--- src/rtl/camera_ctrl_rows_pkg.sv ---
// Shared types and sizing helpers for the row-sequencing camera controller.
// No logic; constants and pure functions only.
// No flow control.
package camera_pkg;

  // Controller phases, in frame order
  typedef enum logic [2:0] {
    IDLE,
    ERASE,
    EXPOSE,
    R_SETUP,
    R_CONV,
    R_HOLD
  } state_t;

  // Cycles a row slot adds on top of the ADC conversion: one setup, one hold
  localparam int SLOT_OVERHEAD = 2;

  // Cycles spent reading one row
  function automatic int slot_len(input int adc_cycles);
    return adc_cycles + SLOT_OVERHEAD;
  endfunction

  // Counter width able to index n values, never narrower than one bit
  function automatic int cnt_w(input int n);
    return (n > 1) ? $clog2(n) : 1;
  endfunction

endpackage

--- src/rtl/camera_ctrl_rows_exp_time_ctrl.sv ---
// Exposure-time register with saturating +1/-1 adjust, gated by an enable.
// Latency: adjust visible one cycle after the request edge.
// No backpressure; requests seen while en=0 are dropped.
module exp_time_ctrl
  import camera_pkg::*;
#(
  parameter int EXP_W     = 5,
  parameter int EXP_MIN   = 2,
  parameter int EXP_MAX   = 30,
  parameter int EXP_RESET = 2
) (
  input  logic             clk,
  input  logic             rst_n,
  input  logic             en,
  input  logic             inc,
  input  logic             dec,
  output logic [EXP_W-1:0] ex_time
);

  // Saturating adjust; simultaneous inc and dec cancel out
  always_ff @(posedge clk) begin
    if (!rst_n) begin
      ex_time <= EXP_W'(EXP_RESET);
    end else if (en && inc && !dec && (ex_time < EXP_W'(EXP_MAX))) begin
      ex_time <= ex_time + EXP_W'(1);
    end else if (en && dec && !inc && (ex_time > EXP_W'(EXP_MIN))) begin
      ex_time <= ex_time - EXP_W'(1);
    end
  end

endmodule

--- src/rtl/camera_ctrl_rows.sv ---
// Camera frame sequencer: erase, timed exposure, then per-row NRE/ADC readout.
// Latency: Init to Busy low = 1 + EX_time + ROWS*(ADC_CYCLES+2) cycles.
// No backpressure; Init and exposure adjust are ignored while Busy.
// Optional DARK_FRAME_EN adds a Dark input that turns EXPOSE into a dark frame.
module camera_ctrl_rows
  import camera_pkg::*;
#(
  parameter int EXP_W      = 5,
  parameter int EXP_MIN    = 2,
  parameter int EXP_MAX    = 30,
  parameter int EXP_RESET  = 2,
  parameter int ROWS       = 2,
  parameter int ADC_CYCLES = 1
) (
  input  logic             Clk,
  input  logic             Reset,
  input  logic             Init,
  input  logic             Continuous,
  input  logic             Exp_increase,
  input  logic             Exp_decrease,
`ifdef DARK_FRAME_EN
  input  logic             Dark,
`endif
  output logic [ROWS-1:0]  NRE,
  output logic             ADC,
  output logic             Expose,
  output logic             Erase,
  output logic             Busy,
  output logic             Frame_done,
  output logic [EXP_W-1:0] EX_time
);

  localparam int SLOT = slot_len(ADC_CYCLES);
  localparam int RW   = cnt_w(ROWS);
  localparam int SW   = cnt_w(SLOT);

  state_t           state, state_nx;
  logic [EXP_W-1:0] timer;
  logic [RW-1:0]    row;
  logic [SW-1:0]    slot;
  logic             dark_q;
  logic             dark_in;
  logic [EXP_W-1:0] ex_time;
  logic             last_row;
  logic             timer_done;
  logic             conv_done;
  logic             idle;

`ifdef DARK_FRAME_EN
  assign dark_in = Dark;
`else
  assign dark_in = 1'b0;
`endif

  assign idle       = (state == IDLE);
  assign last_row   = (row == RW'(ROWS - 1));
  assign timer_done = (timer == EXP_W'(1));
  assign conv_done  = (slot == SW'(SLOT - 2));

  exp_time_ctrl #(
    .EXP_W    (EXP_W),
    .EXP_MIN  (EXP_MIN),
    .EXP_MAX  (EXP_MAX),
    .EXP_RESET(EXP_RESET)
  ) u_exp_time_ctrl (
    .clk    (Clk),
    .rst_n  (Reset),
    .en     (idle),
    .inc    (Exp_increase),
    .dec    (Exp_decrease),
    .ex_time(ex_time)
  );

  assign EX_time = ex_time;

  // Next-state logic for the frame sequence
  always_comb begin
    state_nx = state;
    case (state)
      IDLE:    if (Init) state_nx = EXPOSE;
      ERASE:   state_nx = EXPOSE;
      EXPOSE:  if (timer_done) state_nx = R_SETUP;
      R_SETUP: state_nx = R_CONV;
      R_CONV:  if (conv_done) state_nx = R_HOLD;
      R_HOLD: begin
        if (!last_row)       state_nx = R_SETUP;
        else if (Continuous) state_nx = ERASE;
        else                 state_nx = IDLE;
      end
      default: state_nx = IDLE;
    endcase
  end

  // State register plus exposure timer, row index and in-slot counter
  always_ff @(posedge Clk) begin
    if (!Reset) begin
      state  <= IDLE;
      timer  <= '0;
      row    <= '0;
      slot   <= '0;
      dark_q <= 1'b0;
    end else begin
      state <= state_nx;
      case (state)
        IDLE, ERASE: begin
          // Exposure length and frame type are captured at frame start, so
          // an adjust landing on the same edge only affects later frames.
          if (state_nx == EXPOSE) begin
            timer  <= ex_time;
            row    <= '0;
            slot   <= '0;
            dark_q <= dark_in;
          end
        end
        EXPOSE: begin
          timer <= timer - EXP_W'(1);
          slot  <= '0;
        end
        R_SETUP: slot <= SW'(1);
        R_CONV:  slot <= slot + SW'(1);
        R_HOLD: begin
          slot <= '0;
          row  <= last_row ? '0 : row + RW'(1);
        end
        default: ;
      endcase
    end
  end

  // Decoded outputs; NRE selects the current row only during readout
  always_comb begin
    NRE = '1;
    if ((state == R_SETUP) || (state == R_CONV) || (state == R_HOLD)) begin
      for (int i = 0; i < ROWS; i++) begin
        if (row == RW'(i)) NRE[i] = 1'b0;
      end
    end
  end

  assign ADC        = (state == R_CONV);
  assign Expose     = (state == EXPOSE) && !dark_q;
  assign Erase      = idle || (state == ERASE) || ((state == EXPOSE) && dark_q);
  assign Busy       = !idle;
  assign Frame_done = (state == R_HOLD) && last_row;

endmodule

--- config.mk ---
export PLATFORM = sky130hd
export DESIGN_NAME = camera_ctrl_rows
export DESIGN_NICKNAME = d
export VERILOG_FILES = /design/src/rtl/camera_ctrl_rows_pkg.sv /design/src/rtl/camera_ctrl_rows_exp_time_ctrl.sv /design/src/rtl/camera_ctrl_rows.sv
export SDC_FILE = /design/constraint.sdc
export NUM_CORES = 1
export LEC_CHECK = 0
export ABC_CLOCK_PERIOD_IN_PS = 2400
export BUFFER_PORTS_ARGS = -buffer_cell sky130_fd_sc_hd__buf_2
export CORE_UTILIZATION = 54
export DETAILED_ROUTE_END_ITERATION = 7
export HOLD_SLACK_MARGIN = 0.08
export PLACE_DENSITY = 0.86
export REMOVE_ABC_BUFFERS = 1
export SYNTH_ARGS = -nofsm -noshare
export SYNTH_HDL_FRONTEND = slang
export SYNTH_SLANG_ARGS = --single-unit
--- constraint.sdc ---
create_clock -name Clk -period 2.4 [get_ports Clk]
set_input_delay 0.48 -clock Clk [delete_from_list [all_inputs] [get_ports Clk]]
set_output_delay 0.48 -clock Clk [all_outputs]
set_load 0.05 [all_outputs]
======== Yosys cells after proc, flatten, opt, wreduce, memory -nomap -nowiden ========
Cells that the tools add are included.
storage, ports and cells
  register bits ........................... 16
  latch bits .............................. 0
  bits in writable memories ............... 0
  bits in read-only memories .............. 0
  output and inout bits ................... 12
  word-level logic and storage cells ...... 62
  memories ................................ 0
operators by class
  $add $sub $neg .......................... 5
  multipliers ............................. 0
  div/mod/pow operators ................... 0
  magnitude comparators ................... 2
  eq/ne operators ......................... 9
  shifts and indexed selects .............. 0
  multiplexer cells ....................... 18
  bitwise logic cells ..................... 0
  reduce and logical (&&, ||, !) cells .... 23
operator list
  cell                                                  count
  case mux 3 bit (6 select lines)                       1
  two-way mux 5 bit                                     3
  case mux 5 bit (2 select lines)                       1
  subtractor 5 x 1 -> 5 bit (second input constant)     2
  equality test 3 x 2 -> 1 bit (second input constant)  3
  two-way mux 3 bit                                     3
  case mux 2 bit (4 select lines)                       1
  logical AND 1 bit                                     7
  equality test 3 bit (second input constant)           2
  two-way mux 2 bit                                     3
  AND reduction 2 bit                                   3
  nonzero test 2 bit                                    3
  adder 5 x 1 -> 5 bit (second input constant)          1
  equality test 5 x 1 -> 1 bit (second input constant)  1
  > comparator 5 x 2 -> 1 bit (second input constant)   1
  < comparator 5 bit (second input constant)            1
  two-way mux 1 bit                                     5
  nonzero test 4 bit                                    1
  OR reduction 2 bit                                    2
  equality test 3 x 1 -> 1 bit (second input constant)  1
  zero test 1 bit                                       3
  zero test 3 bit                                       1
  logical OR 1 bit                                      3
  adder 2 x 1 -> 2 bit (second input constant)          1
  other kinds (4)                                       4

======== Depth between registers and ports, before layout ========
  depth after elaboration ................. 6
  gate-level depth with buffers ........... 7
  gate-level depth less buffers ........... 7

======== Cells and area by module ========
A second synthesis with hierarchy kept.
unflattened totals
  cell total of the unflattened synthesis .. 117
  area, all modules ....................... 1092.3 sq um
by module, submodules not included
  module            times used  cells each  area an instance (sq um)  sequential area each (sq um)
  camera_ctrl_rows  1           83          733.2                     220.2
  exp_time_ctrl     1           34          359.1                     100.1

======== Worst setup path after synthesis ========
No wires, ideal clock.
  path kind ............................... reg2reg
  from .................................... register u_exp_time_ctrl.ex_time[1]
  to ...................................... register u_exp_time_ctrl.ex_time[4]
  arrival ................................. 2.305 ns
  data required time ...................... 2.328 ns
  path slack .............................. 0.023 ns
  stages on the path, launching flop included .. 8
  cell sequence ........................... dfxtp_1 nand4_1 nand3_1 ha_1 and3_1 or3_1 o21ai_1 mux2i_1
on the way
  longest elaborated chain between the ends .. 3
  elaborated cells between the ends (all ways) .. 9
RTL lines
  what                                                     RTL line                              RTL
  start: declaration                                       camera_ctrl_rows_exp_time_ctrl.sv:17  output logic [EXP_W-1:0] ex_time
  start signal: assignment                                 camera_ctrl_rows_exp_time_ctrl.sv:23  ex_time <= EXP_W'(EXP_RESET);
  start signal: assignment                                 camera_ctrl_rows_exp_time_ctrl.sv:25  ex_time <= ex_time + EXP_W'(1);
  start signal: assignment                                 camera_ctrl_rows_exp_time_ctrl.sv:27  ex_time <= ex_time - EXP_W'(1);
  subtractor 5 x 1 -> 5 bit (tied with other cells)        camera_ctrl_rows_exp_time_ctrl.sv:27
  two-way mux 5 bit (tied with other cells)                camera_ctrl_rows_exp_time_ctrl.sv:26  end else if (en && dec && !inc && (ex_time > EXP_W'(EXP_MIN))) begin
  two-way mux 5 bit or nonzero test 2 bit (tied branches)  n/a
Several ways; a longest one is shown, not always the timed one. The select of a mux whose other input is x is not followed.
A chain may end at the register's enable or synchronous reset.

======== Worst setup path in the final report ========
  from .................................... register u_exp_time_ctrl.ex_time[3]
  to ...................................... register u_exp_time_ctrl.ex_time[4]
The elaborated chain is that of the path after synthesis.

==> summary.txt <==
Final worst slack = 216.8 ps
CP Data Required Time = 2620 ps
Final setup fails = 0
Rel. slew slack = 73.31%
Drt pass-1 iters = 4
Most frequent cells in the layout = 17 x buf_2, 16 x dfxtp_1, 11 x nand2_1, 11 x a21oi_1, 9 x inv_1
IO Pins = 18
Dominant synthesized flop cell = dfxtp_1
Synthesis warning total = 0
Number of synthesized flops with an enable pin = 0
Worst Setup SP = u_exp_time_ctrl.ex_time[3]
Setup crit end = u_exp_time_ctrl.ex_time[4]
Layout fillers = 147
Sum Neg Setup Slack = 0 ps
RSZ-0062 raised after global routing = false
Hold_buf cts = 0
Gr ovfl total = 0
Core ar. = 1783 µm²
Int Power = 0.4567 mW
Status = completed
Worst hold path type = input port to register
Clock Power Share = 19.2%
Setup WS pre-CTS = 102.1 ps
Clk slew on worst S/H paths = 90 ps
Final hold vios = 0
Number of gates resized after CTS = 0
Syn-to-layout area delta = 16.21%
Leak Pwr = 0.5242 nW
Placed Cells incl. Taps = 167
Worst path depth = 7
Critical path's slowest cell = dfxtp_1
Ant diodes = 0
Setup Skew = 0.5673 ps
Crit path capture type = register
Share of layout cells above drive strength 1 = 23.45%
IO Port Bufs = 17
Worst Path Arrival = 2410 ps
Num CTS Buffers = 3
CP max stage delay = 450 ps
CP bufs+invs = 0
Die area = 2124 µm²
Largest net degree at the start of global routing = 14
CTS sink cnt = 16
R2R Setup Slk = 220 ps
Seq pwr share = 43.1%
Fin crit period = 2183 ps
Crit path cell chain = nand4_1, nand3_1, ha_1, and3_1, or3_1, o21ai_1, mux2i_1
Syn_area_per_cell = 8.535 µm²
Worst-skew pair later-pin latency = 280 ps
Fin Hold WS = 463.2 ps
Combinational share of power = 37.8%
Worst VDD drop = 0.4065 mV
Routed WL = 2.428 mm
Number of synthesized register bits = 16
Top Metal Used = met4
Met2 routed WL = 1.205 mm
Crit path max fanout = 6
Chip Width = 46.09 µm
Compound-Gate Fraction of Synth Area = 27.89%
Max Freq = 458.0 MHz
Non-filler cells, final = 170
HPWL after DPL = 1.809 mm
Initial Util = 58.88%
CTS H-tree lvls = 1
Seq/Total Area, Yosys = 30.51%
Initial antenna violation count = 0
Post-CTS Setup Bufs = 0
CP Class = register to register
Max Cap Viol = 0
Largest family of logic cells by synthesized area = compound AO/OA/AOI/OAI gates
XOR/XNOR Fraction of Synth Area = 1.669%
Reg2Reg Depth = 7
Commonest non-fill, non-tap cell in the layout = buf_2
Worst setup SP type = register
FF-to-FF Start = u_exp_time_ctrl.ex_time[3]
Initial DRC Count = 23
PD cells = 604.7 nW/µm²
Area of the multi-input gates = 674.4 µm²
Area contributors post-synth = dfxtp_1 31%, ha_1 7.2%, a21oi_1 5.2%, nand2_1 3.9%, inv_1 3.2%
Post-Synth Adder-Cell Area = 9.058%
Routed wl met3 = 107 µm
Total GRT Usage = 26.61%
Register area = 320.3 µm²
Gpl congestion = 0.8704
Final Max Slew Viols = 0
Row count = 15
Delay-heaviest family, CP = simple AND/OR/NAND/NOR gates
Reg-to-Reg End = u_exp_time_ctrl.ex_time[4]
Vias per cell = 6.059
First-pass GRT wire length = 3.981 mm
Synth cell types = 47
Period utilization = 90.97%
Post-synthesis simple-gate area fraction = 23.60%
Synth Instances = 123
Antenna Nets Post-Route = 0
Switching power = 0.2810 mW
Clk buf depth = 2
Chip height = 46.09 µm
Synth top area share = 30.51%
Worst slew pin tran = 397.7 ps
Tot Pwr = 0.7377 mW
Netlist area before placement = 1050 µm²
Hold Startpoint = Reset
Vias in the first global route = 965
Leading area contributor after synthesis = dfxtp_1
Vias = 1030
CTS tree = done
Root Driver = clkbuf_4
Asr flop ratio synth = 0%
Remaining routing DRC violations = 0
Sw Ratio = 38.10%
WL met1 = 1.068 mm
Multiplexer share of the synthesized area = 2.026%
WL/cell = 14.28 µm
Nets = 160
==> per-layer routing <==
| metal | global-route usage, % | up-vias |
|---|---|---|
| met5 | 0 | - |
| met4 | 13.53 | 0 |
| met3 | 5.098 | 6 |
| met2 | 47.89 | 36 |
| met1 | 29.23 | 486 |
| li1 | - | 502 |
==> worst register-to-register path: stages (launching register included) <==
cell and delay (ps):
dfxtp_1 450, nand4_1 230, nand3_1 250, ha_1 300
and3_1 210, or3_1 350, o21ai_1 160, mux2i_1 180
==> through the flow <==
step | area, µm² | utilization [%]
finish | 1220 | 68.42
detailed placement | 1197 | 67.16
CTS | 1220 | 68.42
global route | 1220 | 68.42
floorplan | 1028 | -
global placement | 1197 | 67.16
==> final cells by class <==
class / instances / area share [%]
Multi-Input combinational cell: 93 / 55.28
Tap cell: 25 / 2.564
Timing Repair Buffer: 24 / 11.28
Inverter: 9 / 2.769
Clock buffer: 3 / 1.846
Sequential cell: 16 / 26.26
==> power by group through the flow <==
stage	clock network, mW	logic (mW)	registers [mW]
4_1_cts	0.144	0.276	0.317
3_3_place_gp	0	0.265	0.322
5_1_grt	0.160	0.304	0.320
3_5_place_dp	0	0.273	0.323
6_report	0.142	0.279	0.318
2_1_floorplan	0	0.162	0.363
==> state kept, by name, summed over array words and instances, names as in the netlist <==
signal,cells
last_row,1
slot,2
u_exp_time_ctrl.ex_time,5
timer,5
state,3
==> how the worst min path moves through the flow <==
stage / endpoint / slack, ps / cells after the start
after global routing: u_exp_time_ctrl.ex_time[1] / 450 / 2
final: u_exp_time_ctrl.ex_time[1] / 460 / 2
after detailed placement: slot[1] / 480 / 2
after CTS: u_exp_time_ctrl.ex_time[1] / 460 / 2
after global placement: timer[2] / 470 / 2
after floorplan: timer[2] / 460 / 2
==> synthesized netlist by cell type (all sizes together) (3+ instances only) <==
cell type,n
o21ai,6
ha,6
a22oi,3
nand3,5
nand2,11
clkbuf,3
a21oi,11
dfxtp,16
nor2,7
inv,9
or3,3
==> cell families after synthesis <==
logic type | Yosys count
and+or+nand+nor | 41
adders and majority gates | 7
muxes | 2
AOI/OAI and AO/OA | 41
DFF | 16
buffers and inverters | 14
xor gates and xnor gates | 2
Power figures use the tool's default switching activity.
